**src/rtl/traffic_pkg.sv**
```systemverilog
// Shared types and defaults for the four-way signal controller's detector front end.
package traffic_pkg;

   localparam int NUM_LANES_DEF       = 4;
   localparam int DEBOUNCE_CYCLES_DEF = 4;
   localparam int WAIT_LIMIT_DEF      = 200;

   typedef enum logic [1:0] {
      IDLE  = 2'd0,
      PEND  = 2'd1,
      SERVE = 2'd2
   } lane_state_t;

   // Counter width able to hold 0..n-1, never narrower than one bit.
   function automatic int cnt_width(input int n);
      return (n <= 1) ? 1 : $clog2(n);
   endfunction

endpackage

```
**src/rtl/lane_debounce.sv**
```systemverilog
// One lane of loop-sensor conditioning: 2-flop synchroniser, stability counter
// and the debounced presence register.
module lane_debounce
   import traffic_pkg::*;
#(
   parameter int DEBOUNCE_CYCLES = DEBOUNCE_CYCLES_DEF
) (
   input  logic clk,
   input  logic reset,
   input  logic sense,
   output logic present
);

   localparam int            CW       = cnt_width(DEBOUNCE_CYCLES);
   localparam logic [CW-1:0] CNT_LAST = CW'(DEBOUNCE_CYCLES - 1);

   logic          sync1_q;
   logic          sync2_q;
   logic          present_q;
   logic          present_d;
   logic [CW-1:0] cnt_q;
   logic [CW-1:0] cnt_d;

   // Count consecutive samples disagreeing with the held level; any agreeing sample restarts it.
   always_comb begin
      cnt_d     = '0;
      present_d = present_q;
      if (sync2_q != present_q) begin
         if (cnt_q == CNT_LAST) begin
            present_d = ~present_q;
         end else begin
            cnt_d = cnt_q + 1'b1;
         end
      end
   end

   always_ff @(posedge clk) begin
      if (reset) begin
         sync1_q   <= 1'b0;
         sync2_q   <= 1'b0;
         present_q <= 1'b0;
         cnt_q     <= '0;
      end else begin
         sync1_q   <= sense;
         sync2_q   <= sync1_q;
         present_q <= present_d;
         cnt_q     <= cnt_d;
      end
   end

   assign present = present_q;

endmodule

```
**src/rtl/lane_request_detector.sv**
```systemverilog
// Vehicle-detector front end: per-lane debounce, latched request FSM cleared by green feedback.
// Optional starvation flag per lane is built when STARVE_DETECT_EN is defined.
module lane_request_detector
   import traffic_pkg::*;
#(
   parameter int NUM_LANES       = NUM_LANES_DEF,
   parameter int DEBOUNCE_CYCLES = DEBOUNCE_CYCLES_DEF,
   parameter int WAIT_LIMIT      = WAIT_LIMIT_DEF
) (
   input  logic                 clk,
   input  logic                 reset,
   input  logic [NUM_LANES-1:0] sense,
   input  logic [NUM_LANES-1:0] green,
   output logic [NUM_LANES-1:0] req,
   output logic [NUM_LANES-1:0] present,
   output logic [NUM_LANES-1:0] starve
);

   logic [NUM_LANES-1:0] present_w;

   genvar gi;
   generate
      for (gi = 0; gi < NUM_LANES; gi++) begin : g_lane
         lane_state_t state_q;
         logic        req_q;
         logic        serve_next;

         lane_debounce #(
            .DEBOUNCE_CYCLES(DEBOUNCE_CYCLES)
         ) u_debounce (
            .clk    (clk),
            .reset  (reset),
            .sense  (sense[gi]),
            .present(present_w[gi])
         );

         // Green always wins from any legal state; the illegal encoding recovers to IDLE.
         assign serve_next = green[gi] && (state_q != lane_state_t'(2'd3));

         always_ff @(posedge clk) begin
            if (reset) begin
               state_q <= IDLE;
               req_q   <= 1'b0;
            end else begin
               case (state_q)
                  IDLE: begin
                     if (green[gi]) begin
                        state_q <= SERVE;
                        req_q   <= present_w[gi];
                     end else if (present_w[gi]) begin
                        state_q <= PEND;
                        req_q   <= 1'b1;
                     end else begin
                        state_q <= IDLE;
                        req_q   <= 1'b0;
                     end
                  end
                  PEND: begin
                     if (green[gi]) begin
                        state_q <= SERVE;
                        req_q   <= present_w[gi];
                     end else begin
                        state_q <= PEND;
                        req_q   <= 1'b1;
                     end
                  end
                  SERVE: begin
                     if (green[gi]) begin
                        state_q <= SERVE;
                        req_q   <= present_w[gi];
                     end else if (present_w[gi]) begin
                        state_q <= PEND;
                        req_q   <= 1'b1;
                     end else begin
                        state_q <= IDLE;
                        req_q   <= 1'b0;
                     end
                  end
                  default: begin
                     state_q <= IDLE;
                     req_q   <= 1'b0;
                  end
               endcase
            end
         end

         assign req[gi]     = req_q;
         assign present[gi] = present_w[gi];

`ifdef STARVE_DETECT_EN
         localparam int            WW       = $clog2(WAIT_LIMIT + 1);
         localparam logic [WW-1:0] WAIT_MAX = WW'(WAIT_LIMIT);

         logic [WW-1:0] wait_q;
         logic [WW-1:0] wait_d;
         logic          starve_q;

         // Saturating wait time, only meaningful while the request sits unanswered.
         always_comb begin
            wait_d = '0;
            if (state_q == PEND) begin
               wait_d = (wait_q == WAIT_MAX) ? wait_q : wait_q + 1'b1;
            end
         end

         always_ff @(posedge clk) begin
            if (reset) begin
               wait_q   <= '0;
               starve_q <= 1'b0;
            end else begin
               wait_q <= wait_d;
               if (serve_next) begin
                  starve_q <= 1'b0;
               end else if (wait_d == WAIT_MAX) begin
                  starve_q <= 1'b1;
               end
            end
         end

         assign starve[gi] = starve_q;
`else
         assign starve[gi] = 1'b0;
`endif
      end
   endgenerate

endmodule

```
**config.mk**
```make
export PLATFORM = sky130hd
export DESIGN_NAME = lane_request_detector
export DESIGN_NICKNAME = d
export VERILOG_FILES = /design/src/rtl/traffic_pkg.sv /design/src/rtl/lane_debounce.sv /design/src/rtl/lane_request_detector.sv
export SDC_FILE = /design/constraint.sdc
export NUM_CORES = 1
export LEC_CHECK = 0
export BUFFER_PORTS_ARGS = -buffer_cell sky130_fd_sc_hd__buf_2
export CORE_ASPECT_RATIO = 1.25
export CORE_MARGIN = 2
export CORE_UTILIZATION = 47
export DETAILED_ROUTE_END_ITERATION = 10
export GPL_TIMING_DRIVEN = 0
export PLACE_DENSITY = 0.73
export SETUP_SLACK_MARGIN = 0.4
export SKIP_LAST_GASP = 1
export SLEW_MARGIN = 5
export SYNTH_ARGS = -nofsm -noshare
export SYNTH_HDL_FRONTEND = slang
export SYNTH_SLANG_ARGS = --single-unit
```
**constraint.sdc**
```tcl
create_clock -name clk -period 0.8 [get_ports clk]
set_clock_uncertainty 0.05 [all_clocks]
set_input_delay 0.08 -clock clk [delete_from_list [all_inputs] [get_ports clk]]
set_output_delay 0.08 -clock clk [all_outputs]
set_load 0.01 [all_outputs]
```
* Word-level counts from Yosys, hierarchy flattened *
Cells that the tools add are included.

operators by class
  add/sub/neg operators = 4
  eq/ne operators = 16
  mux-type cells = 32
  bitwise logic cells = 8
  reductions and logical operators = 16

operators with widths
  operator                                             number
  equality test 2 bit, second input constant           8
  2-to-1 mux 1 bit                                     16
  2-to-1 mux 2 bit                                     8
  one-hot mux 2 bit (2 select lines)                   4
  OR reduction 3 bit                                   4
  adder 2 x 1 -> 2 bit, second input constant          4
  equality test 2 x 1 -> 1 bit, second input constant  4
  zero test 2 bit                                      4
  NOT 1 bit                                            8
  one-hot mux 1 bit (2 select lines)                   4
  AND reduction 2 bit                                  4
  OR reduction 2 bit                                   4
  inequality test 1 bit                                4

storage, ports and cells
  flip-flop bits (word level) = 32
  output and inout bits = 12

* Depth between registers and ports, before layout *
  depth in word-level cells = 3
  gate-level depth with buffers = 3

* By module *
From an unflattened synthesis, not the netlist that was laid out.

second synthesis, totals
  cell total of the unflattened synthesis = 100
  area total of the unflattened synthesis = 1164.9 µm²

by module, submodules not included
  module                 times used  cells each  area each (µm²)  sequential area each (µm²)
  lane_debounce          4           13          168.9            100.1
  lane_request_detector  1           48          489.2            240.2

* Worst setup path before layout *
OpenSTA, ideal clock, no wires.

  kind = reg-to-reg
  start point = reg g_lane[0].u_debounce.cnt_q[0]
  end point = reg g_lane[0].u_debounce.present_q
  arrival time = 738 ps
  data required time = 636 ps
  setup slack = -102 ps
  stages on the path, launching flop included = 4
  buffers on the path = 0
  period minus slack after synthesis = 902 ps
  cells stage by stage = dfxtp_1 -> ha_1 -> mux2i_1 -> nor2_1

on the way
  longest elaborated chain between the ends = 2

RTL lines
  what                                  RTL line             RTL
  start: declaration                    lane_debounce.sv:21  logic [CW-1:0] cnt_q;
  start signal: assignment              lane_debounce.sv:47  cnt_q <= cnt_d;
  equality test 2 bit                   lane_debounce.sv:29  if (cnt_q == CNT_LAST) begin
  AND reduction 2 bit (no source line)  --
  end signal: assignment                lane_debounce.sv:46  present_q <= present_d;
  end: declaration                      lane_debounce.sv:19  logic present_q;

No other way between the ends.
A chain may end at the register's enable or synchronous reset.

* Worst setup path in the final report *
  start point = reg g_lane[0].u_debounce.present_q
  end point = out present[0]

RTL lines
  what              RTL line                     RTL
  end: declaration  lane_request_detector.sv:15  output logic [NUM_LANES-1:0] present,

No word-level cell between the ends.

==> impl_metrics.py <==
metrics = {
    "clock_tree": {
        "cts.sinks": 32,
        "cts_made_buffers": 5,
        "path_clk_slew_ns": 0.10,
        "clock_latency_ns": 0.32,
        "cts_buffer_depth": 2,
        "clockRootBuffer": "clkbuf_4",
        "cts_tree": "built",
        "htree_levels": 2,
    },
    "timing": {
        "final_max_slew_viol_count": 0,
        "fin_crit_ns": 1.043,
        "whs_ns": -0.1209,
        "setup_viol": 21,
        "rsz0062_at_grt": "yes",
        "worst_slack_ns": -0.2434,
        "period_share_pct": 130.4,
        "max_freq_mhz": 958.4,
        "hold_viol_final": 13,
    },
    "global_routing": {
        "first_global_vias": 776,
        "grt_pass1_wl_um": 3153,
        "antenna_found_initial": 0,
        "grtUsageTotal_pct": 14.96,
        "gr-total-overflow": 0,
        "grt_max_degree": 11,
    },
    "setup_path": {
        "r2r_slack_ns": -0.17,
        "rr_endpoint": "g_lane[2].u_debounce.cnt_q[1]$_SDFF_PP0_",
        "arrival_ns": 0.91,
        "r2r_cells": 3,
        "critical_path.n_buffers_inverters": 2,
        "crit_cells": 2,
        "critical-path-max-stage-delay_ns": 0.37,
        "crit_path_frequent_cell": "buf_6",
        "r2r_start": "g_lane[2].u_debounce.present$_SDFFE_PP0P_",
        "startpoint_type": "register",
        "cp.required_ns": 0.67,
        "critPathMaxFanout": 5,
        "cp-end-kind": "output pin",
        "cp_top_family": "flip-flops",
        "crit_slowest_cell": "dfxtp_4",
        "crit_chain": "buf_6 > buf_6",
        "critPathKind": "reg2out",
    },
    "floorplanning": {
        "start_util_pct": 48.70,
        "ioPinCount": 22,
        "rows": 20,
        "fp.dieH_um": 59.78,
        "dieArea_um2": 2907,
        "placeableCoreArea_um2": 2402,
        "die_w_um": 48.63,
    },
    "synthesis": {
        "syn_avg_cell_area_um2": 11.14,
        "synthDistinctLibCells": 19,
        "synth-seq-cells": 32,
        "synth_top_area_share_pct": 54.76,
        "synth_top_area_cell": "dfxtp_1",
        "yosysSeqAreaShare_pct": 54.76,
        "synth_cells": 105,
        "synth_area_leaders": "dfxtp_1 55%, buf_4 8.3%, nor2b_1 5.9%",
        "syn_area_um2": 1170,
        "yosys_warnings": 0,
    },
    "drt": {
        "drt_iter0_drc": 7,
        "avgRoutedWirePerCell_um": 10.55,
        "drt_pass1_iterations": 2,
        "totalWireLength_um": 1835,
        "drcViolationCount": 0,
        "via_per_inst": 4.580,
        "vias": 797,
        "final_antenna_net_count": 0,
    },
    "run_status": {
        "violations": "negative hold slack, negative setup slack",
        "status": "complete, but fails checks",
    },
    "layout": {
        "final_common_cell": "buf_6",
        "area_growth_pct": 48.98,
        "nNetsFinal": 154,
        "antennaDiodeCount": 0,
        "final_area_um2": 1743,
        "final_cell_mix": "21 x buf_6, 15 x dfxtp_2, 12 x dfxtp_1",
        "layout.cells.non_filler": 174,
        "final_layout_size_suffix_gt1_share_pct": 65.25,
    },
    "place": {
        "port_buffers": 17,
        "place_area_um2": 1440,
        "place_hpwl_um": 1216,
        "place_inst": 158,
        "place_congestion": 0.6368,
    },
    "power_and_ir_drop": {
        "p_seq_share_pct": 55.1,
        "switchingPower_w": 0.0006131,
        "peakVddDrop_mv": 1.828,
        "p_per_area_nw_per_um2": 1700,
        "power.internal_w": 0.002350,
        "p_leak_nw": 0.6897,
        "combPwrFrac_pct": 5.3,
        "switching_share_pct": 20.69,
        "power_frac_clock_pct": 39.6,
    },
    "hold_path": {
        "min_from": "green[2]",
        "hold_end": "g_lane[2].state_q[0]$_SDFF_PP0_",
        "worstHoldPathType": "in2reg",
        "whs_path_depth": 2,
    },
    "run": {
        "cap_violations": 0,
    },
}
-- power groups by stage --
stage               combinational, W  clock [W]  sequential [W]
floorplan                  0.0000931          0         0.00168
CTS                         0.000140    0.00121         0.00163
finish                      0.000156    0.00117         0.00163
global placement            0.000132          0         0.00168
detailed placement          0.000138          0         0.00168
global route                0.000174    0.00130         0.00164
-- cell families (layout without fill, tap and decap cells) --
| family | Yosys count | in the layout | synth area share, % |
|---|---|---|---|
| compound gates | 8 | 8 | 4.278 |
| xor+xnor | 4 | 4 | 2.994 |
| fa+ha+maj | 4 | 4 | 4.278 |
| buf+inv | 16 | 49 | 9.411 |
| flops | 32 | 32 | 54.76 |
| mux | 4 | 4 | 3.423 |
| other cells | 1 | 4 | 0.3205 |
| simple gates | 36 | 36 | 20.53 |
-- repair_timing --
action | CTS | global route
setup buffers | 5 | 3
endpoints found under the hold margin | 13 | 13
pin swaps | 5 | 4
resized for setup | 25 | 13
endpoints found under the setup margin | 36 | 36
-- registers in the layout, summed over array words and instances, names as in the netlist --
name                       cells
g_lane.req_q                   4
g_lane.state_q                 8
g_lane.u_debounce.sync2_q      4
g_lane.u_debounce.sync1_q      4
g_lane.u_debounce.present      4
g_lane.u_debounce.cnt_q        8
-- how the worst max path moves through the flow --
stage | start | endpoint | slack [ns]
floorplan | g_lane[0].u_debounce.cnt_q[0]$_SDFF_PP0_ | g_lane[0].u_debounce.cnt_q[1]$_SDFF_PP0_ | -0.04
global placement | g_lane[2].u_debounce.cnt_q[0]$_SDFF_PP0_ | g_lane[2].u_debounce.present$_SDFFE_PP0P_ | -0.07
detailed placement | g_lane[2].u_debounce.cnt_q[0]$_SDFF_PP0_ | g_lane[2].u_debounce.cnt_q[0]$_SDFF_PP0_ | -0.11
CTS | g_lane[0].u_debounce.present$_SDFFE_PP0P_ | present[0] | -0.26
global route | g_lane[0].u_debounce.present$_SDFFE_PP0P_ | present[0] | -0.29
finish | g_lane[0].u_debounce.present$_SDFFE_PP0P_ | present[0] | -0.24
-- Yosys cell counts --
| master | number |
|---|---|
| inv_1 | 2 |
| conb_1 | 1 |
| nor3_1 | 1 |
| nand2b_1 | 1 |
| buf_2 | 1 |
| dfxtp_1 | 32 |
| a21o_1 | 1 |
| a21oi_1 | 4 |
| nor4b_2 | 4 |
| and2_1 | 3 |
| nor2b_1 | 11 |
| buf_4 | 13 |
| nor3b_1 | 3 |
| xnor2_1 | 4 |
| ha_1 | 4 |
| mux2i_1 | 4 |
| nor2_1 | 9 |
| o21a_1 | 3 |
| nor4_1 | 4 |
-- area by class of cell --
cell class	instances	area, µm²
flip-flops and latches	32	678.2
fillers	185	659.4
multi-input cells	60	590.6
repair buffers	25	210.2
plain buffers	14	138.9
clock buffers	6	41.29
well taps	33	41.29
clock inverters	2	35.03
inverters	2	7.507
-- worst register-to-register path, delay by kind of cell, from the launching register on --
kind          cells  cell delay (ns)
xor+xnor          1             0.15
simple gates      1             0.21
buf+inv           1             0.13
flops             1             0.36
-- layer usage --
metal | wire (µm) | vias up | GRT usage (%)
met4 | 62 | 0 | 8.571
met1 | 712 | 371 | 13.54
li1 | - | 404 | -
met5 | 0 | - | 0
met3 | 70 | 7 | 7.500
met2 | 990 | 15 | 27.20
-- per-stage QoR --
stage          utilization, %  setup TNS [ns]  power [W]  hold slack, ns  worst slack [ns]
2_1_floorplan               -         -0.3930   0.001773         0.09208          -0.03985
6_report                72.55          -2.928   0.002963         -0.1209           -0.2434
4_1_cts                 68.96          -3.167   0.002983         -0.1353           -0.2557
3_3_place_gp            59.95         -0.5992   0.001813          0.2120          -0.06709
3_5_place_dp            59.95         -0.8776   0.001821          0.2226           -0.1142
5_1_grt                 72.55          -4.094   0.003113         -0.1396           -0.2949
(Power assumes the default switching activity.)
